--- src/rtl/axi_stream_fifo_v2.sv ---
// axi_stream_fifo_v2: single-clock AXI-Stream FIFO on a circular buffer.
// Each entry holds {tlast, tuser, data}. The read path is first-word-fall-through
// with one cycle of latency. Level flags and an optional store-and-forward
// (packet) mode are provided.
module axi_stream_fifo_v2 #(
  parameter int DATA_BYTES  = 2,
  parameter int DEPTH       = 16,
  parameter int USER_W      = 1,
  parameter int AF_LEVEL    = DEPTH - 2,
  parameter int AE_LEVEL    = 2,
  parameter int PACKET_MODE = 0,
  localparam int DATA_W     = 8 * DATA_BYTES,
  localparam int LVL_W      = $clog2(DEPTH + 1),
  localparam int PTR_W      = $clog2(DEPTH)
) (
  input  logic              aclk,
  input  logic              rst,
  input  logic              flush,
  input  logic [DATA_W-1:0] iAXI_data,
  input  logic              iAXI_valid,
  output logic              iAXI_ready,
  input  logic [USER_W-1:0] iAXI_tuser,
  input  logic              iAXI_tlast,
  output logic [DATA_W-1:0] oAXI_data,
  output logic              oAXI_valid,
  input  logic              oAXI_ready,
  output logic [USER_W-1:0] oAXI_tuser,
  output logic              oAXI_tlast,
  output logic [LVL_W-1:0]  level,
  output logic              full,
  output logic              empty,
  output logic              almost_full,
  output logic              almost_empty
);

  localparam int ENTRY_W = 1 + USER_W + DATA_W;

  logic [ENTRY_W-1:0] r_mem [DEPTH];
  logic [PTR_W-1:0]   r_wr_ptr;
  logic [PTR_W-1:0]   r_rd_ptr;
  logic [LVL_W-1:0]   r_level;
  logic [LVL_W-1:0]   r_pkt_cnt;
  logic               r_init;
  logic               r_release;

  logic [ENTRY_W-1:0] w_head;
  logic               w_out_valid;
  logic               w_push;
  logic               w_pop;
  logic               w_push_last;
  logic               w_pop_last;
  logic [LVL_W-1:0]   w_level_nxt;
  logic [LVL_W-1:0]   w_pkt_cnt_nxt;

  // Depth need not be a power of two, so pointers wrap on an explicit compare.
  function automatic logic [PTR_W-1:0] ptr_inc(input logic [PTR_W-1:0] p);
    return (p == PTR_W'(DEPTH - 1)) ? '0 : p + PTR_W'(1);
  endfunction

  // Flags come straight from the registered level.
  assign level        = r_level;
  assign full         = (r_level == LVL_W'(DEPTH));
  assign empty        = (r_level == '0);
  assign almost_full  = (r_level >= LVL_W'(AF_LEVEL));
  assign almost_empty = (r_level <= LVL_W'(AE_LEVEL));

  // Ready only reflects space; a pop in the same cycle never frees a slot early.
  assign iAXI_ready = r_init && !full;

  // In packet mode the head is released once a whole packet is stored, or when
  // the buffer is full (a packet longer than DEPTH would otherwise deadlock).
  // r_release keeps such an oversized packet flowing once it has started.
  assign w_head      = r_mem[r_rd_ptr];
  assign w_out_valid = (PACKET_MODE != 0)
                     ? (!empty && ((r_pkt_cnt != '0) || full || r_release))
                     : !empty;

  assign oAXI_valid = w_out_valid;
  assign oAXI_data  = w_out_valid ? w_head[DATA_W-1:0]        : '0;
  assign oAXI_tuser = w_out_valid ? w_head[DATA_W +: USER_W]  : '0;
  assign oAXI_tlast = w_out_valid ? w_head[ENTRY_W-1]         : 1'b0;

  assign w_push      = iAXI_valid && iAXI_ready;
  assign w_pop       = w_out_valid && oAXI_ready;
  assign w_push_last = w_push && iAXI_tlast;
  assign w_pop_last  = w_pop && w_head[ENTRY_W-1];

  // Next level and next complete-packet count from this cycle's handshakes.
  always_comb begin
    // NOTE: every combinational output gets a default first so no path can infer a latch.
    w_level_nxt   = r_level;
    w_pkt_cnt_nxt = r_pkt_cnt;
    if (w_push && !w_pop) begin
      w_level_nxt = r_level + LVL_W'(1);
    end else if (!w_push && w_pop) begin
      w_level_nxt = r_level - LVL_W'(1);
    end
    if (w_push_last && !w_pop_last) begin
      w_pkt_cnt_nxt = r_pkt_cnt + LVL_W'(1);
    end else if (!w_push_last && w_pop_last) begin
      w_pkt_cnt_nxt = r_pkt_cnt - LVL_W'(1);
    end
  end

  // Storage write; flush discards a beat offered in the same cycle.
  // NOTE: the storage array has no reset; pointers and level alone define valid content.
  always_ff @(posedge aclk) begin
    if (w_push && !flush) begin
      r_mem[r_wr_ptr] <= {iAXI_tlast, iAXI_tuser, iAXI_data};
    end
  end

  // Control state: init flag, pointers, level, packet count and release latch.
  always_ff @(posedge aclk or negedge rst) begin
    // NOTE: sequential state uses non-blocking assignments so every register samples pre-edge values.
    if (!rst) begin
      r_init    <= 1'b0;
      r_wr_ptr  <= '0;
      r_rd_ptr  <= '0;
      r_level   <= '0;
      r_pkt_cnt <= '0;
      r_release <= 1'b0;
    end else begin
      r_init <= 1'b1;
      if (flush) begin
        r_wr_ptr  <= '0;
        r_rd_ptr  <= '0;
        r_level   <= '0;
        r_pkt_cnt <= '0;
        r_release <= 1'b0;
      end else begin
        if (w_push) r_wr_ptr <= ptr_inc(r_wr_ptr);
        if (w_pop)  r_rd_ptr <= ptr_inc(r_rd_ptr);
        r_level   <= w_level_nxt;
        r_pkt_cnt <= w_pkt_cnt_nxt;
        if ((w_level_nxt == '0) || w_pop_last) begin
          r_release <= 1'b0;
        end else if (full) begin
          r_release <= 1'b1;
        end
      end
    end
  end

endmodule

--- config.mk ---
export PLATFORM = sky130hd
export DESIGN_NAME = axi_stream_fifo_v2
export DESIGN_NICKNAME = d
export VERILOG_FILES = /design/src/rtl/axi_stream_fifo_v2.sv
export SDC_FILE = /design/constraint.sdc
export NUM_CORES = 1
export LEC_CHECK = 0
export BUFFER_PORTS_ARGS = -buffer_cell sky130_fd_sc_hd__buf_2
export CAP_MARGIN = 15
export CELL_PAD_IN_SITES_DETAIL_PLACEMENT = 1
export CELL_PAD_IN_SITES_GLOBAL_PLACEMENT = 2
export CORE_ASPECT_RATIO = 1.4
export CORE_MARGIN = 4
export CORE_UTILIZATION = 30
export CTS_CLUSTER_DIAMETER = 80
export DETAILED_ROUTE_END_ITERATION = 8
export GPL_ROUTABILITY_DRIVEN = 0
export PLACE_DENSITY_LB_ADDON = 0.1
export SKIP_CTS_REPAIR_TIMING = 1
export SYNTH_ARGS = -nofsm -noshare
export SYNTH_HDL_FRONTEND = slang
export SYNTH_SLANG_ARGS = --single-unit
export TNS_END_PERCENT = 100
--- constraint.sdc ---
create_clock -name aclk -period 6.85 [get_ports aclk]
set_clock_uncertainty 0.05 [all_clocks]
set_input_delay 2.055 -clock aclk [delete_from_list [all_inputs] [get_ports aclk]]
set_output_delay 2.055 -clock aclk [all_outputs]
set_load 0.02 [all_outputs]
# Word level (Yosys, flattened, before mapping)
# Memories as Yosys holds them, arrays and structs flattened.
# Index checks and enable logic that the tools add are counted.
# word_totals
register_bits	14
latch_bits	0
ramBits	288
romBits	0
output_inout_bits	29
word_cells	43
mem_count	1
# op_classes
add_sub_neg	4
multipliers	0
div	0
n_lt_le_gt_ge	2
eq_ne	3
shifts	0
mux	14
bitwise_logic	0
reduce_logical	15
# mem_list
memory	depth	width	rd	rd_clocked_by_memory_dff	wr	line_no	rtl
r_mem	16	18	1	0	1	38	logic [ENTRY_W-1:0] r_mem [DEPTH];
# ops
op	n
2-to-1 mux 4 bit	6
2-to-1 mux 16 bit	1
2-to-1 mux 5 bit	3
adder 4 x 1 -> 4 bit, second input constant	2
== test 4 bit, second input constant	2
logical AND 1 bit	6
adder 5 x 1 -> 5 bit, second input constant	1
== test 5 bit, second input constant	1
greater-or-equal comparator 5 x 4 -> 1 bit, second input constant	1
<= comparator 5 x 2 -> 1 bit, second input constant	1
logical NOT 1 bit	5
logical NOT 5 bit	1
subtractor 5 x 1 -> 5 bit, second input constant	1
2-to-1 mux 1 bit	4
nonzero test 2 bit	2
nonzero test 3 bit	1

# Depth between registers and ports, before layout
# Gate-level depths: netlist of the first run.
# depth
word_depth	9
ltp_mapped	9
mapped_depth_nobuf	8

# Least setup slack after synthesis of the first run
# OpenSTA, ideal clock, no wires.
# synth_timing
path_kind	register to output
from	register r_rd_ptr[1]
to	output oAXI_data[0]
t_arrival_ps	2027
required_time_ps	4745
setup_slack_ps	2718
path_stages_with_launch	6
n_path_buf	2
path_cell_list	dfrtp_1 -> clkbuf_1 -> clkbuf_1 -> mux4_2 -> mux4_2 -> and2_1
# synth_via
elab_chain_len	2
# synth_rtl
element	line_no	rtl
from (decl)	40	logic [PTR_W-1:0] r_rd_ptr;
from (signal assigned)	133	if (w_pop) r_rd_ptr <= ptr_inc(r_rd_ptr);
memory (16 x 18 bit)	n/a	
2-to-1 mux 16 bit	79	assign oAXI_data = w_out_valid ? w_head[DATA_W-1:0] : '0;
to (decl)	24	output logic [DATA_W-1:0] oAXI_data,
# No other way between the ends.

# Worst setup path after layout of the first run
# layout_timing
from	register r_rd_ptr[0]
to	output oAXI_data[10]
# The elaborated chain is that of the path after synthesis.

==> results of run 1 <==
## stage by stage
| stage | instances | setup WS [ns] | cell area (um2) | hold slack [ns] | utilization (%) |
|---|---|---|---|---|---|
| 3_3_place_gp | 1116 | 1.928 | 13000 | 0.5538 | 32.73 |
| 5_1_grt | 1172 | 1.184 | 13990 | 0.6572 | 35.25 |
| 2_1_floorplan | 554 | 2.718 | 12140 | 0.5087 | - |
| 3_5_place_dp | 1116 | 1.920 | 13000 | 0.5911 | 32.73 |
| 6_report | 1172 | 1.420 | 13990 | 0.5914 | 35.25 |
| 4_1_cts | 1172 | 1.307 | 13990 | 0.5995 | 35.25 |
## path summary, 6_finish.rpt
| check | cells past startpoint | endpoint | startpoint |
|---|---|---|---|
| setup / recovery | 5 | oAXI_data[10] | r_rd_ptr[0] |
| hold / removal | 2 | r_wr_ptr[1] | r_wr_ptr[1] |
| setup reg to reg | 9 | level[3] | level[1] |
| hold reg to reg | 2 | r_wr_ptr[1] | r_wr_ptr[1] |
| max in group asynchronous | 1 | r_rd_ptr[0] | rst |
| min in group asynchronous | 1 | r_wr_ptr[2] | rst |
## layout by cell type (no fill, tap or decap), types with 2 or more instances in the layout
master | netlist | layout
a211oi_1 | 3 | 3
a21oi_1 | 14 | 14
a31o_2 | 2 | 2
a31oi_1 | 4 | 4
and2_1 | 32 | 20
and2_2 | 0 | 12
buf_2 | 4 | 51
buf_4 | 0 | 10
bufinv_16 | 0 | 2
clkbuf_1 | 15 | 5
clkbuf_16 | 0 | 31
clkbuf_8 | 0 | 6
clkinv_1 | 0 | 4
clkinv_2 | 0 | 6
clkinv_4 | 0 | 2
dfrtp_1 | 14 | 11
dfrtp_2 | 0 | 2
edfxtp_1 | 288 | 288
ha_1 | 9 | 9
inv_1 | 10 | 10
mux2i_1 | 5 | 5
mux4_1 | 13 | 13
mux4_2 | 77 | 77
nand2_1 | 3 | 3
nand3_1 | 7 | 7
nor2_1 | 10 | 6
nor2_4 | 0 | 3
nor3_1 | 3 | 3
nor3b_1 | 2 | 2
o211ai_1 | 3 | 3
o21ai_0 | 7 | 7
or3_1 | 3 | 3
xnor2_1 | 2 | 2
## worst min-delay path, cell delays in order (launching register included)
cell and delay, ns:
dfrtp_1 0.42, mux2i_1 0.09, nor2_1 0.08
## sequential cells by signal, summed over array words and instances (netlist names)
name / cells
r_mem: 288
level: 5
r_init: 1
r_rd_ptr: 4
r_wr_ptr: 4
## logic make-up after synthesis
group / count (synthesis) / synth area share (%)
AOI/OAI and AO/OA: 39 / 2.031
adders and majority gates: 10 / 1.093
DFF: 302 / 74.13
and+or+nand+nor: 67 / 3.185
xor gates and xnor gates: 3 / 0.2165
other: 1 / 0.03089
muxes: 95 / 17.51
buffers and inverters: 37 / 1.804
## layout make-up
cell class	count	share of cell area (%)
Tap cell	528	4.721
Multi-Input combinational cell	215	21.16
Timing Repair Buffer	61	2.360
Clock buffer	42	6.267
Sequential cell	302	64.35
Inverter	10	0.2682
Clock inverter	14	0.8762
## layer usage
metal | up-vias | global-route usage [%]
met2 | 94 | 25.09
li1 | 2458 | -
met1 | 3094 | 18.43
met3 | 40 | 1.734
met5 | - | 0
met4 | 2 | 3.392
## power by group through the flow
stage	registers, W	clock network (W)	logic [W]
6_report	0.00217	0.00166	0.00110
3_3_place_gp	0.00221	0	0.00112
5_1_grt	0.00218	0.00179	0.00120
3_5_place_dp	0.00221	0	0.00113
2_1_floorplan	0.00213	0	0.000850
4_1_cts	0.00217	0.00170	0.00113
==> flow_metrics.tcl, run 1 <==
set metrics [dict create \
    worstPathArrival_ns 3.32 \
    leakage_nw 4.419 \
    maxCapViolCount 0 \
    tightestPinTransition_ns 1.067 \
    diodes 0 \
    power_frac_comb_pct 22.3 \
    slowest_delay_ns 0.96 \
    cts_buffers 31 \
    grt.overflow.total 0 \
    drive_gt1_share_pct 32.30 \
    synthDominantCellAreaShare_pct 71.24 \
    clk_pin_slew_ns 0.06 \
    vias 5688 \
    p_sw_w 0.001395 \
    final_nets 654 \
    yosys-top-cells-area "edfxtp_1 (71%), mux4_2 (14%), dfrtp_1 (2.9%)" \
    rsz0062_at_grt "false" \
    power.internal_w 0.003525 \
    clock_latency_ns 0.56 \
    async_reset_ff_share_pct 4.636 \
    port_buffers 51 \
    max_freq_ghz 0.1842 \
    ir_drop_uv 160.5 \
    power_density_nw_per_um2 351.6 \
    critPathMaxFanout 42 \
    wl_met3_um 975 \
    final_antenna_net_count 0 \
    worstSetupPathType "register to output port" \
    post-route-drc-count 0 \
    final_max_slew_viol_count 0 \
    highest_layer "met5" \
    fill_cells 3865 \
    critPathCaptureType "output port" \
    ctsHtreeMaxLevel 1 \
    cts-root-buf "clkbuf_16" \
    worstPathRequired_ns 4.74 \
    clockBufferDepth 3 \
    clkSinkCount 302 \
    cp_slowest_cell "dfrtp_4" \
    firstDrtPassIters 4 \
    initial_core_util_pct 30.57 \
    path_delay_family "multiplexers" \
    clockPowerShare_pct 33.7 \
    status "finished, final reports clean" \
    path_cells "buf_4, mux4_1, mux4_2, and2_1, buf_2" \
    via_per_inst 4.853 \
    grt_pass1_vias 6495 \
    drtIter0Drc 307 \
    p_seq_share_pct 44.0 \
    hpwlAfterDp_um 16910 \
    timing.max_slew.rel_slack_pct 28.86 \
    hold_viol_final 0 \
    synth_commonest_cells "edfxtp_1 (288), mux4_2 (77), and2_1 (32)" \
    yosysMostFrequentCell "edfxtp_1" \
    ys_seq_elements 302 \
    timing.final.crit_share_pct 79.27 \
    grt_max_degree 43 \
    total_power_w 0.004920 \
    syn_area_um2 12140 \
    ys_seq_area_share_pct 74.13 \
    cts_tree "yes" \
    synth_top_area_cell "edfxtp_1" \
    grt_antenna_before_repair 1 \
    placementRows 86 \
    routed_wl_um 30330 \
    postSynthAreaPerCell_um2 21.91 \
    die_h_um 246.0 \
    synth_nets 587 \
    r2r_slack_ns 3.82 \
    start_kind "register" \
    grt_use_total_pct 14.13 \
    setup_violations 0 \
    synth_cells 554 \
    dr_wl_met2_um 15950 \
    ioPinCount 52 \
    crit_buf_inv 2 \
    core_area_um2 39710 \
    synth_edf_count 288 \
    met1Wirelength_um 12850 \
    die_x_um 178.0 \
    fin_crit_ns 5.430 \
    yosysWarnings 0 \
    wl_per_cell_um 25.88 \
    seq_area_um2 9005 \
    grt_pass1_wl_um 44830 \
    synth_ff_type "edfxtp_1" \
    switching_share_pct 28.36 \
    hp-class "register to register" \
    synth_cell_types 43 \
    die-area_um2 43790 \
    multi_input_area_um2 2962 \
    syn2layout_area_growth_pct 15.29 \
    finalSetupTns_ns 0 \
]
No activity file was read; power rests on OpenSTA's default activity.
==> run 2: changes to the inputs <==
clock period = 5.3 ns   (was 6.85 ns; I/O delays follow)
==> flow_metrics.tcl, run 2 (same netlist as run 1, synthesis figures left out) <==
set metrics [dict create \
    drive_gt1_share_pct 31.32 \
    r2r_cells 8 \
    power_density_nw_per_um2 458.4 \
    placed_cell_area_um2 13120 \
    max_flop_register "r_mem" \
    grt_max_degree 38 \
    tightestPinTransition_ns 0.8647 \
    layout.cells.non_filler 1189 \
    post-route-drc-count 0 \
    final_antenna_net_count 0 \
    hp-class "register to register" \
    final_area_um2 14180 \
    final_cell_mix "edfxtp_1 (288), mux4_2 (77), buf_2 (51)" \
    initial_core_util_pct 30.57 \
    dp_slack_ns 1.066 \
    hold_viol_final 0 \
    port_buffers 51 \
    maxCapViolCount 0 \
    drtIter0Drc 291 \
    grt_pass1_wl_um 45170 \
    core_area_um2 39710 \
    critPathCaptureType "output port" \
    largest_register_ffs 288 \
    worstPathArrival_ns 3.05 \
    status "finished, final reports clean" \
    layout_commonest_cell "edfxtp_1" \
    cts-root-buf "clkbuf_16" \
    grt_antenna_before_repair 2 \
    clk_pin_slew_ns 0.06 \
    wl_per_cell_um 25.64 \
    fill_cells 3870 \
    rsz0062_at_grt "false" \
    die_x_um 178.0 \
    diodes 0 \
    clock_latency_ns 0.51 \
    final_max_slew_viol_count 0 \
    ir_drop_uv 202.1 \
    worstPathRequired_ns 3.66 \
    ioPinCount 52 \
    grt.overflow.total 0 \
    cts_tree "yes" \
    grt_use_total_pct 14.34 \
    grt_pass1_vias 6679 \
    die_h_um 246.0 \
    holdPathStages 2 \
    via_per_inst 4.887 \
    critPathMaxFanout 28 \
    vias 5811 \
    syn2layout_area_growth_pct 16.84 \
    clockBufferDepth 3 \
    leakage_nw 4.515 \
    multi_input_area_um2 2935 \
    r2r_slack_ns 1.95 \
    die-area_um2 43790 \
    cts_buffers 34 \
    final_nets 669 \
    fin_ws_ns 0.6094 \
    setup_violations 0 \
    dp.cells 1128 \
    seq_area_um2 9005 \
    clkSinkCount 302 \
    worstSetupPathType "register to output port" \
    ctsHtreeMaxLevel 2 \
    firstDrtPassIters 4 \
    start_kind "register" \
    timing.final.crit_share_pct 88.50 \
    routed_wl_um 30490 \
    finalSetupTns_ns 0 \
    max_freq_ghz 0.2132 \
    timing.max_slew.rel_slack_pct 42.35 \
    fin_crit_ns 4.691 \
    placementRows 86 \
    hpwlAfterDp_um 16830 \
]
==> run 2: cell count changes in the layout (fill, tap and decap cells not counted) <==
| cell | before | now |
|---|---|---|
| nor2_2 | 1 | 4 |
| and2_2 | 12 | 3 |
| buf_4 | 10 | 17 |
| clkbuf_8 | 6 | 0 |
| nor2_4 | 3 | 0 |
| inv_6 | 0 | 1 |
| and2_1 | 20 | 29 |
| clkbuf_16 | 31 | 35 |
| clkbuf_1 | 5 | 8 |
| bufinv_16 | 2 | 3 |
| clkinv_2 | 6 | 4 |
| buf_12 | 0 | 5 |
| clkinv_1 | 4 | 10 |
| clkinv_4 | 2 | 0 |
==> run 2: routing by layer <==
metal / track usage [%] / part of all wire, % / vias up
li1: - / - / 2494
met1: 17.64 / 41 / 3173
met2: 26.06 / 54 / 102
met3: 2.287 / 3.6 / 40
met4: 3.870 / 1.9 / 2
met5: 0 / 0.043 / -
==> run 2: critical path: stages, from the launching register on <==
cell	delay, ns
dfrtp_4	0.76
buf_12	0.33
mux4_1	0.58
mux4_2	0.50
and2_1	0.18
buf_2	0.15
==> run 2: worst paths after layout <==
check,to,start
worst max-delay path,oAXI_data[8],r_rd_ptr[0]
worst min-delay path,r_rd_ptr[3],r_rd_ptr[3]
worst max register to register,level[3],level[1]
worst min register to register,r_rd_ptr[3],r_rd_ptr[3]
max in group asynchronous,r_rd_ptr[0],rst
min in group asynchronous,r_wr_ptr[2],rst
==> run 2: stage by stage <==
step                utilization [%]  power [W]  hold slack (ns)
floorplan                         -   0.003855           0.5087
global placement              33.05   0.004316           0.5090
detailed placement            33.05   0.004337           0.5342
CTS                           35.72   0.006646           0.5418
global route                  35.72   0.006842           0.5773
finish                        35.72   0.006502           0.5432
==> run 2: area by class of cell <==
| class | count | share of cell area [%] |
|---|---|---|
| Tap cell | 528 | 4.658 |
| Clock inverter | 18 | 1.103 |
| Timing Repair Buffer | 73 | 3.405 |
| Multi-Input combinational cell | 215 | 20.70 |
| Sequential cell | 302 | 63.49 |
| Inverter | 10 | 0.2646 |
| Clock buffer | 43 | 6.387 |
==> run 2: power breakdown <==
part	internal, W	switching, W
sequential	0.00265	0.000131
combinational	0.000665	0.000790
clock	0.00135	0.000913
total	0.00467	0.00183
==> run 3: changes to the inputs <==
CORE_UTILIZATION = 23   (was 30)
==> flow_metrics.tcl, run 3 (same netlist as run 1, synthesis figures left out) <==
set metrics [dict create \
    status "finished, final reports clean" \
    final_max_slew_viol_count 0 \
    grt_max_degree 30 \
    p_sw_w 0.001855 \
    post-route-drc-count 0 \
    hp-class "register to register" \
    fill_cells 5329 \
    syn2layout_area_growth_pct 17.93 \
    r2r-start "level[1]" \
    ctsHtreeMaxLevel 1 \
    cts_tree "yes" \
    vias 5767 \
    critPathMaxFanout 29 \
    power.internal_w 0.004541 \
    r2r-end "level[3]" \
    startpoint "r_rd_ptr[0]" \
    tightestPinTransition_ns 0.8999 \
    cp-endpoint "oAXI_data[7]" \
    hpwlAfterDp_um 18550 \
    maxCapViolCount 0 \
    layout_commonest_cell "edfxtp_1" \
    wl_per_cell_um 24.27 \
    port_buffers 51 \
    worstPathArrival_ns 3.09 \
    core_area_um2 52150 \
    start_kind "register" \
    timing.max_slew.rel_slack_pct 39.51 \
    final_nets 669 \
    die_x_um 202.2 \
    clk_pin_slew_ns 0.06 \
    drive_gt1_share_pct 31.35 \
    ioPinCount 52 \
    grt_use_total_pct 11.67 \
    placementRows 99 \
    initial_core_util_pct 23.28 \
    finalSetupTns_ns 0 \
    timing.hold.ws_ns 0.5702 \
    r2r_cells 8 \
    power_density_nw_per_um2 446.8 \
    clockPowerShare_pct 33.1 \
    grt.overflow.total 0 \
    grt_pass1_wl_um 47620 \
    leakage_nw 4.476 \
    rsz0062_at_grt "false" \
    final_antenna_net_count 0 \
    hold_viol_final 0 \
    max_freq_ghz 0.2114 \
    largest_register_ffs 288 \
    final_cell_mix "edfxtp_1 (288), mux4_2 (77), buf_2 (51)" \
    cts-root-buf "clkbuf_16" \
    die_h_um 279.8 \
    worstSetupPathType "register to output port" \
    ir_drop_uv 304.8 \
    setup_violations 0 \
    routed_wl_um 33100 \
    clockBufferDepth 3 \
    via_per_inst 4.228 \
    worstPathRequired_ns 3.66 \
    firstDrtPassIters 4 \
    critPathCaptureType "output port" \
    fin_crit_ns 4.730 \
    power_frac_comb_pct 23.4 \
    grt_pass1_vias 6535 \
    r2r_slack_ns 1.79 \
    max_flop_register "r_mem" \
    grt_antenna_before_repair 0 \
    diodes 0 \
    clock_latency_ns 0.56 \
    postLayoutCoreUtil_pct 27.45 \
    switching_share_pct 29.00 \
    cts_buffers 31 \
    clkSinkCount 302 \
    timing.final.crit_share_pct 89.25 \
    drtIter0Drc 408 \
    die-area_um2 56570 \
    p_seq_share_pct 43.5 \
]
-- run 3: worst max-delay path: stages (launching register included) --
cell     delay, ns
dfrtp_4       0.76
buf_12        0.32
mux4_1        0.58
mux4_2        0.52
and2_1        0.18
buf_2         0.15
-- run 3: final cells by class --
type | count | area, um2 | share of cell area [%]
multi-input combinational | 215 | 2932 | 20.48
clock buffer | 38 | 802.0 | 5.602
inverter | 10 | 37.54 | 0.2622
timing repair buffer | 76 | 493.0 | 3.443
sequential | 302 | 9005 | 62.90
tap | 707 | 884.6 | 6.179
clock inverter | 16 | 162.7 | 1.136
-- run 3: how the worst min path moves through the flow --
stage | from | endpoint | cells after the start
2_1_floorplan | r_wr_ptr[1] | r_wr_ptr[1] | 2
3_3_place_gp | r_wr_ptr[1] | r_wr_ptr[1] | 2
3_5_place_dp | r_wr_ptr[1] | r_wr_ptr[1] | 2
4_1_cts | r_wr_ptr[1] | r_wr_ptr[1] | 2
5_1_grt | r_wr_ptr[3] | r_wr_ptr[3] | 2
6_report | r_wr_ptr[1] | r_wr_ptr[1] | 2
-- run 3: layer usage --
layer / vias to the layer above / part of all wire [%] / track usage (%)
met4: 0 / 1.5 / 2.456
li1: 2483 / - / -
met2: 92 / 58 / 23.47
met1: 3159 / 38 / 13.04
met5: - / 0 / 0
met3: 33 / 2.9 / 1.459
-- run 3: through the flow --
stage          std cells  setup slack, ns  cell area, um2  power [W]
3_5_place_dp        1310            1.066           13350   0.004398
2_1_floorplan        554            1.633           12140   0.003855
3_3_place_gp        1310            1.076           13350   0.004383
4_1_cts             1364           0.4517           14320   0.006545
6_report            1364           0.5698           14320   0.006396
5_1_grt             1364           0.3557           14320   0.006736
-- run 3: power by group through the flow --
| stage | Clock, W | Combinational [W] | Sequential, W |
|---|---|---|---|
| 2_1_floorplan | 0 | 0.00110 | 0.00276 |
| 3_3_place_gp | 0 | 0.00155 | 0.00283 |
| 3_5_place_dp | 0 | 0.00156 | 0.00284 |
| 4_1_cts | 0.00219 | 0.00156 | 0.00279 |
| 5_1_grt | 0.00228 | 0.00165 | 0.00280 |
| 6_report | 0.00212 | 0.00150 | 0.00278 |
